### src/rtl/video_pkg.sv
// Shared video definitions: bar colours, RGB888 pixel type and standard raster timings.
package video_pkg;

  typedef struct packed {
    logic [7:0] r;
    logic [7:0] g;
    logic [7:0] b;
  } rgb_t;

  typedef enum logic [2:0] {
    BAR_WHITE, BAR_YELLOW, BAR_CYAN, BAR_GREEN,
    BAR_MAGENTA, BAR_RED, BAR_BLUE, BAR_BLACK
  } bar_t;

  localparam rgb_t COLOR_WHITE   = 24'hFFFFFF;
  localparam rgb_t COLOR_YELLOW  = 24'hFFFF00;
  localparam rgb_t COLOR_CYAN    = 24'h00FFFF;
  localparam rgb_t COLOR_GREEN   = 24'h00FF00;
  localparam rgb_t COLOR_MAGENTA = 24'hFF00FF;
  localparam rgb_t COLOR_RED     = 24'hFF0000;
  localparam rgb_t COLOR_BLUE    = 24'h0000FF;
  localparam rgb_t COLOR_BLACK   = 24'h000000;

  localparam logic [15:0] H_ACTIVE_720P  = 16'd1280;
  localparam logic [15:0] H_FP_720P      = 16'd110;
  localparam logic [15:0] H_SYNC_720P    = 16'd40;
  localparam logic [15:0] H_BP_720P      = 16'd220;
  localparam logic [15:0] V_ACTIVE_720P  = 16'd720;
  localparam logic [15:0] V_FP_720P      = 16'd5;
  localparam logic [15:0] V_SYNC_720P    = 16'd5;
  localparam logic [15:0] V_BP_720P      = 16'd20;

  localparam logic [15:0] H_ACTIVE_1080P = 16'd1920;
  localparam logic [15:0] H_FP_1080P     = 16'd88;
  localparam logic [15:0] H_SYNC_1080P   = 16'd44;
  localparam logic [15:0] H_BP_1080P     = 16'd148;
  localparam logic [15:0] V_ACTIVE_1080P = 16'd1080;
  localparam logic [15:0] V_FP_1080P     = 16'd4;
  localparam logic [15:0] V_SYNC_1080P   = 16'd5;
  localparam logic [15:0] V_BP_1080P     = 16'd36;

  function automatic rgb_t bar_color(input bar_t idx);
    rgb_t c;
    case (idx)
      BAR_WHITE:   c = COLOR_WHITE;
      BAR_YELLOW:  c = COLOR_YELLOW;
      BAR_CYAN:    c = COLOR_CYAN;
      BAR_GREEN:   c = COLOR_GREEN;
      BAR_MAGENTA: c = COLOR_MAGENTA;
      BAR_RED:     c = COLOR_RED;
      BAR_BLUE:    c = COLOR_BLUE;
      default:     c = COLOR_BLACK;
    endcase
    return c;
  endfunction

endpackage

### src/rtl/video_timing_cnt.sv
// Free-running h/v raster counters with registered hs/vs/de decode.
module video_timing_cnt
  import video_pkg::*;
#(
  parameter logic [15:0] H_ACTIVE = H_ACTIVE_720P,
  parameter logic [15:0] H_FP     = H_FP_720P,
  parameter logic [15:0] H_SYNC   = H_SYNC_720P,
  parameter logic [15:0] H_BP     = H_BP_720P,
  parameter logic [15:0] V_ACTIVE = V_ACTIVE_720P,
  parameter logic [15:0] V_FP     = V_FP_720P,
  parameter logic [15:0] V_SYNC   = V_SYNC_720P,
  parameter logic [15:0] V_BP     = V_BP_720P,
  parameter logic        HS_POL   = 1'b1,
  parameter logic        VS_POL   = 1'b1
) (
  input  logic clk,
  input  logic rst_n,
  output logic hs,
  output logic vs,
  output logic de,
  output logic h_last,
  output logic active
);

  localparam logic [15:0] H_TOTAL      = H_ACTIVE + H_FP + H_SYNC + H_BP;
  localparam logic [15:0] V_TOTAL      = V_ACTIVE + V_FP + V_SYNC + V_BP;
  localparam logic [15:0] H_SYNC_START = H_ACTIVE + H_FP;
  localparam logic [15:0] H_SYNC_END   = H_SYNC_START + H_SYNC;
  localparam logic [15:0] V_SYNC_START = V_ACTIVE + V_FP;
  localparam logic [15:0] V_SYNC_END   = V_SYNC_START + V_SYNC;

  logic [15:0] h_cnt;
  logic [15:0] v_cnt;
  logic        v_last;
  logic        hs_win;
  logic        vs_win;

  always_comb begin
    h_last = (h_cnt == H_TOTAL - 16'd1);
    v_last = (v_cnt == V_TOTAL - 16'd1);
    hs_win = (h_cnt >= H_SYNC_START) && (h_cnt < H_SYNC_END);
    vs_win = (v_cnt >= V_SYNC_START) && (v_cnt < V_SYNC_END);
    active = (h_cnt < H_ACTIVE) && (v_cnt < V_ACTIVE);
  end

  always_ff @(posedge clk or negedge rst_n) begin
    if (!rst_n) begin
      h_cnt <= '0;
      v_cnt <= '0;
    end else if (h_last) begin
      h_cnt <= '0;
      v_cnt <= v_last ? '0 : v_cnt + 16'd1;
    end else begin
      h_cnt <= h_cnt + 16'd1;
    end
  end

  // Outputs reflect the counter state before this edge's increment: one clock latency.
  always_ff @(posedge clk or negedge rst_n) begin
    if (!rst_n) begin
      hs <= ~HS_POL;
      vs <= ~VS_POL;
      de <= 1'b0;
    end else begin
      hs <= hs_win ? HS_POL : ~HS_POL;
      vs <= vs_win ? VS_POL : ~VS_POL;
      de <= active;
    end
  end

endmodule

### src/rtl/video_color_bar.sv
// Video timing generator with an 8-bar colour test pattern on the active area.
module video_color_bar
  import video_pkg::*;
#(
  parameter logic [15:0] H_ACTIVE = H_ACTIVE_720P,
  parameter logic [15:0] H_FP     = H_FP_720P,
  parameter logic [15:0] H_SYNC   = H_SYNC_720P,
  parameter logic [15:0] H_BP     = H_BP_720P,
  parameter logic [15:0] V_ACTIVE = V_ACTIVE_720P,
  parameter logic [15:0] V_FP     = V_FP_720P,
  parameter logic [15:0] V_SYNC   = V_SYNC_720P,
  parameter logic [15:0] V_BP     = V_BP_720P,
  parameter logic        HS_POL   = 1'b1,
  parameter logic        VS_POL   = 1'b1
) (
  input  logic       clk,
  input  logic       rst_n,
  output logic       hs,
  output logic       vs,
  output logic       de,
  output logic [7:0] rgb_r,
  output logic [7:0] rgb_g,
  output logic [7:0] rgb_b
);

  localparam logic [15:0] BAR_W = H_ACTIVE >> 3;

  logic        h_last;
  logic        active;
  logic [15:0] pix_cnt;
  bar_t        bar_idx;
  rgb_t        rgb_q;

  video_timing_cnt #(
    .H_ACTIVE(H_ACTIVE), .H_FP(H_FP), .H_SYNC(H_SYNC), .H_BP(H_BP),
    .V_ACTIVE(V_ACTIVE), .V_FP(V_FP), .V_SYNC(V_SYNC), .V_BP(V_BP),
    .HS_POL(HS_POL), .VS_POL(VS_POL)
  ) u_timing (
    .clk    (clk),
    .rst_n  (rst_n),
    .hs     (hs),
    .vs     (vs),
    .de     (de),
    .h_last (h_last),
    .active (active)
  );

  // bar_idx tracks h_cnt/BAR_W in step with the counters; it saturates at black,
  // which also covers leftover pixels past 8*BAR_W.
  always_ff @(posedge clk or negedge rst_n) begin
    if (!rst_n) begin
      pix_cnt <= '0;
      bar_idx <= BAR_WHITE;
    end else if (h_last) begin
      pix_cnt <= '0;
      bar_idx <= BAR_WHITE;
    end else if (bar_idx != BAR_BLACK) begin
      if (pix_cnt == BAR_W - 16'd1) begin
        pix_cnt <= '0;
        bar_idx <= bar_t'(bar_idx + 3'd1);
      end else begin
        pix_cnt <= pix_cnt + 16'd1;
      end
    end
  end

  always_ff @(posedge clk or negedge rst_n) begin
    if (!rst_n) begin
      rgb_q <= '0;
    end else begin
      rgb_q <= active ? bar_color(bar_idx) : '0;
    end
  end

  assign rgb_r = rgb_q.r;
  assign rgb_g = rgb_q.g;
  assign rgb_b = rgb_q.b;

endmodule

### config.mk
export PLATFORM = sky130hd
export DESIGN_NAME = video_color_bar
export DESIGN_NICKNAME = d
export VERILOG_FILES = /design/src/rtl/video_pkg.sv /design/src/rtl/video_timing_cnt.sv /design/src/rtl/video_color_bar.sv
export SDC_FILE = /design/constraint.sdc
export NUM_CORES = 1
export LEC_CHECK = 0
export CAP_MARGIN = 20
export CORE_ASPECT_RATIO = 0.7
export CORE_MARGIN = 3
export CORE_UTILIZATION = 40
export CTS_CLUSTER_DIAMETER = 80
export DETAILED_ROUTE_END_ITERATION = 10
export GPL_ROUTABILITY_DRIVEN = 0
export PLACE_DENSITY_LB_ADDON = 0.25
export SKIP_CTS_REPAIR_TIMING = 1
export SLEW_MARGIN = 20
export SYNTH_ARGS = -nofsm -noshare
export SYNTH_HDL_FRONTEND = slang
export SYNTH_SLANG_ARGS = --single-unit
### constraint.sdc
create_clock -name clk -period 4.64 [get_ports clk]
set_clock_uncertainty 0.1 [all_clocks]
set_input_delay 0.928 -clock clk [delete_from_list [all_inputs] [get_ports clk]]
set_output_delay 0.928 -clock clk [all_outputs]
set_load 0.02 [all_outputs]
==> out/metrics.yaml, run 1 <==
status:
  outcome: "completed"
clock_tree:
  clock_latency_ns: 0.35
  numCtsBuffers: 9
  cts.htree.levels: 3
  cts.clk_slew.worst_paths_ns: 0.07
  cts-root-buf: "clkbuf_8"
  cts_tree: "built"
  cts_buffer_depth: 2
  cts_sinks: 57
worst_setup_path:
  cp-end-kind: "flop"
  startpoint: "u_timing.h_cnt[13]"
  r2r-start: "u_timing.h_cnt[13]"
  cp-start-kind: "flop"
  cp.required_ns: 4.75
  cp.arrival_ns: 2.58
  worstPathMaxFanout: 21
  worstSetupPathType: "flop to flop"
routing:
  drt-total-wl_um: 6110
  first_pass_iters: 4
  wl_per_cell_um: 13.6
  viasPerCell: 5.07
  first_iter_violations: 187
  ant_nets: 0
  maxUsedRoutingLayer: "met4"
  num_vias: 2281
  wl_met2_um: 2450
  wl_met1_um: 3200
  drc_errors: 0
  dr_wl_met3_um: 355
floorplan:
  num_rows: 26
  start_util_pct: 42.0
  die_area_mm2: 0.00894
  dieWidth_um: 112
  die_y_um: 80.0
  coreArea_mm2: 0.00745
  io_pins: 29
timing:
  max_slew.worst_pin.slew_ns: 0.806
  relSlewSlack_pct: 46.3
  fin_crit_sh_pct: 53.2
  slew_viol_final: 0
  max_freq_ghz: 0.405
  rsz0062_at_grt: "false"
  fin_setup_tns_ns: 0
  setup_viol: 0
  period_needed_ns: 2.47
  finalHoldViolCount: 0
min_path:
  holdCritStartpoint: "u_timing.v_cnt[11]"
  hp-class: "flop to flop"
global_routing:
  grt_usage_pct: 15.4
  grt_pass1_wl_um: 10800
  grt_max_degree: 58
  grt_pass1_vias: 2262
  antenna_found_initial: 0
  overflow: 0
synth:
  seq_area_frac_synth_pct: 45.5
  synth_top_area_share_pct: 45.5
  synth_largest_area_cell: "dfrtp_1"
  synth.cell_area_mm2: 0.00313
  ys_top_cells_by_count: "57 x dfrtp_1, 47 x nor2_1, 26 x nand2_1"
  yosysMostFrequentCell: "dfrtp_1"
  synth_area_leaders: "dfrtp_1 46%, nor2_1 5.6%, xor2_1 5.3%"
  synth.avg_cell_area_um2: 9.35
  synth_fp_nets: 349
  synthFlopType: "dfrtp_1"
  ys_ff_latch: 57
  synthCells: 335
  synth_edf_count: 0
  ys_warn_count: 0
  yosysUniqueCellTypes: 40
  async_flop_share_pct: 100
power:
  vdd_drop_max_mv: 0.176
  p_leak_nw: 1.55
  power_density_mw_per_mm2: 299
finish:
  areaGrowthSynthToFinish_pct: 14.8
  diodes: 0
  nNetsFinal: 361
  fin_util_pct: 48.3
  drive_above_1_share_pct: 6.82
place:
  io_buffers: 28
  dpl.hpwl_um: 4210
run:
  maxCapViolations: 0
## registers in the layout (all words and copies together), names as in the netlist, 3 cells and up
signal	flops
bar_idx	3
u_timing.v_cnt	16
u_timing.h_cnt	16
pix_cnt	16
## stage by stage
step / power (W) / instances / hold slack (ns) / worst slack, ns / area (um2)
floorplan: 0.000506 / 335 / 0.339 / 2.40 / 3130
global placement: 0.000517 / 434 / 0.363 / 2.21 / 3350
detailed placement: 0.000517 / 434 / 0.376 / 2.16 / 3350
CTS: 0.00109 / 450 / 0.386 / 2.14 / 3600
global route: 0.00112 / 450 / 0.411 / 1.99 / 3600
finish: 0.00107 / 450 / 0.383 / 2.17 / 3600
## layout make-up
type | count | area, um2
Timing Repair Buffer | 29 | 283
Tap cell | 98 | 123
Multi-Input combinational cell | 241 | 1490
Clock buffer | 10 | 138
Fill cell | 677 | 3850
Inverter | 9 | 33.8
Sequential cell | 57 | 1430
Clock inverter | 6 | 105
## kinds of logic after synthesis
kind of cell               after synthesis  synth area share [%]
muxes                                    3                 0.959
DFF                                     57                  45.5
and+or+nand+nor                        161                  26.6
buffers and inverters                   37                  6.95
adders and majority gates               12                  4.79
xor gates and xnor gates                32                  8.95
AOI/OAI and AO/OA                       33                  6.15
## cells in the final DEF (no fill, tap or decap), types with 4 or more instances in the layout
cell             instances
o21ai_0                 12
nor4_1                   6
a21oi_1                  5
nor2_1                  47
nor3_1                  16
inv_1                    9
ha_1                    12
o21ai_1                  4
or4_1                    4
clkdlybuf4s50_1         27
nand2b_1                 4
dfrtp_1                 57
nand2_1                 26
xnor2_1                 13
and3_1                   7
and4_1                   4
clkbuf_8                10
xor2_1                  19
nand3_1                 24
## critical path: stages, from the launching register on
cell     delay (ns)
dfrtp_1        0.39
or4_1          0.54
nor2_2         0.23
and3_1         0.73
mux2i_1        0.24
o21ai_0        0.09
## where the power goes
part / internal, W / switching, W / total, W
Sequential: 0.000497 / 0 / 0.000497
Clock: 0.000368 / 0.000200 / 0.000568
Combinational: 0.000000839 / 0.00000943 / 0.0000103
Total: 0.000866 / 0.000209 / 0.00107
## metal layers
metal	global-route usage, %	vias up
met3	5.38	10
met2	22.5	54
li1	-	1156
met5	0	-
met4	6.32	0
met1	20.8	1061
## worst paths after layout
| check | endpoint | slack, ns | cells past startpoint |
|---|---|---|---|
| max in group asynchronous | u_timing.v_cnt[10] | 3.33 | 2 |
| hold reg to reg | u_timing.v_cnt[11] | 0.38 | 1 |
| hold / removal | u_timing.v_cnt[11] | 0.38 | 1 |
| setup / recovery | u_timing.v_cnt[3] | 2.17 | 5 |
| min in group asynchronous | pix_cnt[7] | 0.61 | 2 |
| setup reg to reg | u_timing.v_cnt[3] | 2.17 | 5 |
No activity file was read; power rests on OpenSTA's default activity.
==> run 2, diff against run 1 <==
==> constraint.sdc (replaced) <==
create_clock -name clk -period 2.3 [get_ports clk]
set_clock_uncertainty 0.1 [all_clocks]
set_input_delay 0.46 -clock clk [delete_from_list [all_inputs] [get_ports clk]]
set_output_delay 0.46 -clock clk [all_outputs]
set_load 0.02 [all_outputs]
==> run 2 against run 1 <==
  * The run now ends with negative hold slack left
  * Sequential cell count stayed put
  * Worst setup slack worse by 2.1 ns
  * Die area stayed put
  * Critical path type unchanged
==> out/metrics.yaml, run 2 (synthesis results as in run 1) <==
worst_setup_path:
  cp.required_ns: 2.44
  cp-start-kind: "flop"
  cp-end-kind: "flop"
  worstPathMaxFanout: 6
  worstSetupPathType: "flop to flop"
  cp.arrival_ns: 2.38
timing:
  relSlewSlack_pct: 57.9
  max_freq_ghz: 0.447
  setup_viol: 0
  rsz0062_at_grt: "true"
  period_needed_ns: 2.24
  finalWorstSetupSlack_ns: 0.0607
  fin_setup_tns_ns: 0
  slew_viol_final: 0
  finalHoldViolCount: 20
  whs_ns: -0.0175
  fin_crit_sh_pct: 97.4
  max_slew.worst_pin.slew_ns: 0.626
routing:
  wl_per_cell_um: 13.5
  drt-total-wl_um: 6340
  first_iter_violations: 127
  ant_nets: 0
  first_pass_iters: 5
  viasPerCell: 5.12
  drc_errors: 0
  num_vias: 2407
clock_tree:
  clock_latency_ns: 0.35
  cts_tree: "built"
  cts.clk_slew.worst_paths_ns: 0.08
  cts.htree.levels: 3
  cts_sinks: 57
  cts_buffer_depth: 2
  cts-root-buf: "clkbuf_8"
  numCtsBuffers: 9
finish:
  layout_commonest_cell: "dfrtp_1"
  fin_util_pct: 50.5
  reg_top3: "pix_cnt (16), u_timing.h_cnt (16), u_timing.v_cnt (16)"
  nNetsFinal: 381
  fillCellCount: 688
  drive_above_1_share_pct: 13.2
  areaGrowthSynthToFinish_pct: 20.1
  layout_common_cells: "57 x dfrtp_1, 47 x nor2_1, 27 x clkdlybuf4s50_1"
  diodes: 0
place:
  io_buffers: 28
  post-place-ws_ns: 0.0288
  dpl.hpwl_um: 4480
floorplan:
  die_area_mm2: 0.00894
  coreArea_mm2: 0.00745
  start_util_pct: 42.0
  dieWidth_um: 112
  io_pins: 29
  die_y_um: 80.0
  num_rows: 26
power:
  power_density_mw_per_mm2: 557
  vdd_drop_max_mv: 0.413
  pwr-share-clk_pct: 51.1
  switchingPower_w: 0.000470
  power_w: 0.00210
  power.internal_w: 0.00163
  p_seq_share_pct: 47.8
  combPwrFrac_pct: 1.1
  p_leak_nw: 1.65
  sw_frac_of_total_pct: 22.4
global_routing:
  grt_max_degree: 58
  overflow: 0
  grt_pass1_vias: 2349
  grt_usage_pct: 16.0
  antenna_found_initial: 0
  grt_pass1_wl_um: 11300
status:
  violations: "negative hold slack"
  outcome: "complete, but fails checks"
run:
  maxCapViolations: 0
min_path:
  hp-class: "input pin to async pin"
==> run 2: metrics by stage <==
step,instance area [um2],instances,hold slack (ns)
CTS,3730,469,0.000434
floorplan,3130,335,0.0644
finish,3760,470,-0.0175
global route,3760,470,0.0171
global placement,3510,453,0.364
detailed placement,3510,453,0.362
==> run 2: power by group through the flow <==
stage               registers, W  clock network (W)        logic, W
floorplan                0.00102                  0  0.000000000649
global placement         0.00102                  0       0.0000256
detailed placement       0.00102                  0       0.0000261
CTS                      0.00100            0.00111       0.0000259
global route             0.00100            0.00115       0.0000288
finish                   0.00100            0.00107       0.0000235
==> run 2: worst paths after layout <==
path,start,end,slack [ns],cells past startpoint
setup / recovery,u_timing.v_cnt[13],u_timing.v_cnt[7],0.06,5
hold / removal,rst_n,pix_cnt[6],-0.02,2
setup reg to reg,u_timing.v_cnt[13],u_timing.v_cnt[7],0.06,5
hold reg to reg,u_timing.h_cnt[15],u_timing.h_cnt[15],0.37,1
max in group asynchronous,rst_n,u_timing.h_cnt[7],1.82,2
min in group clk,u_timing.h_cnt[15],u_timing.h_cnt[15],0.37,1
==> run 2: area by class of cell <==
| cell class | instances | area, um2 | share of cell area, % |
|---|---|---|---|
| clock buffers | 9 | 124 | 3.29 |
| clock inverters | 7 | 103 | 2.73 |
| inverters | 9 | 33.8 | 0.898 |
| multi-input cells | 241 | 1510 | 40.1 |
| flip-flops and latches | 57 | 1430 | 37.9 |
| well taps | 98 | 123 | 3.26 |
| repair buffers | 49 | 445 | 11.8 |
==> run 2: metal layers <==
metal | track usage [%] | up-vias | routed length (um)
met3 | 4.77 | 13 | 356
met2 | 24.5 | 54 | 2730
met4 | 6.56 | 0 | 122
li1 | - | 1207 | -
met5 | 0 | - | 0
met1 | 21.3 | 1133 | 3130
==> run 2: worst max-delay path, cell delays in order, from the launching register on <==
cell and delay (ns):
dfrtp_1 0.40, or4_4 0.53, or3_4 0.34, or4_4 0.56, nand2_4 0.11, o31ai_1 0.08
==> run 3, diff against run 2 <==
--- a/config.mk
+++ b/config.mk
@@ -7,7 +7,7 @@
 export LEC_CHECK = 0
 export CAP_MARGIN = 20
 export CORE_ASPECT_RATIO = 0.7
-export CORE_MARGIN = 3
+export CORE_MARGIN = 2
 export CORE_UTILIZATION = 40
 export CTS_CLUSTER_DIAMETER = 80
 export DETAILED_ROUTE_END_ITERATION = 10
==> run 3 against run 2 <==
  * The flow now finishes without violations
  * First-iteration DRC count is 24% higher
  * Core utilization is 0.55 points lower
  * Register-to-register slack hardly changed
  * Sequential cell count stayed put
  * Critical path type unchanged
  * Largest cell class unchanged
==> out/metrics.yaml, run 3 (synthesis results as in run 1) <==
finish:
  diodes: 0
  areaGrowthSynthToFinish_pct: 18.8
  layout_common_cells: "57 x dfrtp_1, 47 x nor2_1, 27 x clkdlybuf4s50_1"
  nNetsFinal: 380
  drive_above_1_share_pct: 13.0
  fillCellCount: 708
  reg_top3: "pix_cnt (16), u_timing.h_cnt (16), u_timing.v_cnt (16)"
  layout_commonest_cell: "dfrtp_1"
timing:
  period_needed_ns: 2.23
  finalWorstSetupSlack_ns: 0.0660
  finalHoldViolCount: 0
  slew_viol_final: 0
  fin_crit_sh_pct: 97.1
  relSlewSlack_pct: 59.7
  max_freq_ghz: 0.448
  max_slew.worst_pin.slew_ns: 0.598
  setup_viol: 0
worst_setup_path:
  crit_slowest_cell: "or4_4"
  cp-start-kind: "flop"
  crit_chain: "or4_4, or3_4, or4_4, nand2_4, o31ai_1"
  cp.arrival_ns: 2.35
  r2r_slack_ns: 0.07
  cp.required_ns: 2.42
  slowest_delay_ns: 0.56
  crit_top_cell: "or4_4"
  cp-end-kind: "flop"
  worstPathMaxFanout: 6
  worstSetupPathType: "flop to flop"
global_routing:
  grt_usage_pct: 16.2
  grt_pass1_wl_um: 10700
  grt_pass1_vias: 2227
  antenna_found_initial: 0
  grt_max_degree: 58
  overflow: 0
power:
  power_w: 0.00192
  combPwrFrac_pct: 1.3
  power_density_mw_per_mm2: 517
  vdd_drop_max_mv: 0.275
  p_leak_nw: 1.63
  p_seq_share_pct: 52.1
  sw_frac_of_total_pct: 21.1
  switchingPower_w: 0.000405
  power.internal_w: 0.00152
  pwr-share-clk_pct: 46.6
place:
  dpl.hpwl_um: 4460
  post-place-ws_ns: 0.0457
  io_buffers: 28
floorplan:
  coreArea_mm2: 0.00745
  dieWidth_um: 110
  io_pins: 29
  start_util_pct: 42.0
  die_y_um: 78.0
  die_area_mm2: 0.00856
  num_rows: 26
clock_tree:
  numCtsBuffers: 9
  cts.clk_slew.worst_paths_ns: 0.07
  clock_latency_ns: 0.35
  cts_buffer_depth: 2
  cts-root-buf: "clkbuf_8"
  cts_tree: "built"
  cts_sinks: 57
  cts.htree.levels: 3
routing:
  drt-total-wl_um: 6400
  drc_errors: 0
  viasPerCell: 5.15
  ant_nets: 0
  wl_per_cell_um: 13.7
  first_pass_iters: 4
  first_iter_violations: 158
  num_vias: 2406
run:
  maxCapViolations: 0
status:
  outcome: "completed"
min_path:
  hp-class: "input pin to async pin"
[run 3: changes by cell type in the layout (fill, tap and decap cells not counted), moves of 2 or more]
cell      change
inv_6         -2
o21ai_0       -3
clkinv_4      -2
clkinv_2      +3
nor4_2        -2
o21ai_1       +3
[run 3: final timing paths]
path | depth (start not counted) | endpoint | start
max reg2reg | 5 | u_timing.v_cnt[6] | u_timing.v_cnt[11]
min reg2reg | 1 | u_timing.h_cnt[15] | u_timing.h_cnt[15]
min in group clk | 1 | u_timing.h_cnt[15] | u_timing.h_cnt[15]
min | 2 | u_timing.v_cnt[3] | rst_n
max | 5 | u_timing.v_cnt[6] | u_timing.v_cnt[11]
max in group asynchronous | 2 | pix_cnt[7] | rst_n
[run 3: power groups by stage]
stage / sequential (W) / clock (W) / combinational (W)
detailed placement: 0.00102 / 0 / 0.0000257
global route: 0.00100 / 0.000969 / 0.0000283
global placement: 0.00102 / 0 / 0.0000257
floorplan: 0.00102 / 0 / 0.000000000649
CTS: 0.00100 / 0.000927 / 0.0000256
finish: 0.00100 / 0.000896 / 0.0000242
[run 3: cell type report]
| class | count | area (um2) | share of cell area (%) |
|---|---|---|---|
| clock buffers | 10 | 138 | 3.70 |
| clock inverters | 4 | 45.0 | 1.21 |
| inverters | 9 | 33.8 | 0.908 |
| multi-input cells | 241 | 1520 | 40.8 |
| flip-flops and latches | 57 | 1430 | 38.3 |
| well taps | 98 | 123 | 3.30 |
| repair buffers | 48 | 438 | 11.8 |
[run 3: per-stage QoR]
| stage | utilization, % | setup TNS [ns] | hold slack (ns) | area [um2] | std cells |
|---|---|---|---|---|---|
| final | 49.9 | 0 | 0.00657 | 3720 | 467 |
| after CTS | 49.3 | 0 | 0.0117 | 3680 | 465 |
| after global placement | 46.9 | 0 | 0.367 | 3490 | 451 |
| after global routing | 49.9 | -0.142 | 0.0174 | 3720 | 467 |
| after detailed placement | 46.9 | 0 | 0.358 | 3490 | 451 |
| after floorplan | - | 0 | 0.0644 | 3130 | 335 |
[run 3: per-layer routing]
metal | track usage [%] | wire, um
met1 | 24.2 | 3330
met3 | 5.23 | 304
met4 | 4.94 | 58
met5 | 0 | 0
met2 | 22.2 | 2700
[run 3: worst max-delay path: cells and delay by family, from the launching register on]
kind / cells / cell delay [ns]
and+or+nand+nor: 4 / 1.51
DFF: 1 / 0.41
AOI/OAI and AO/OA: 1 / 0.08
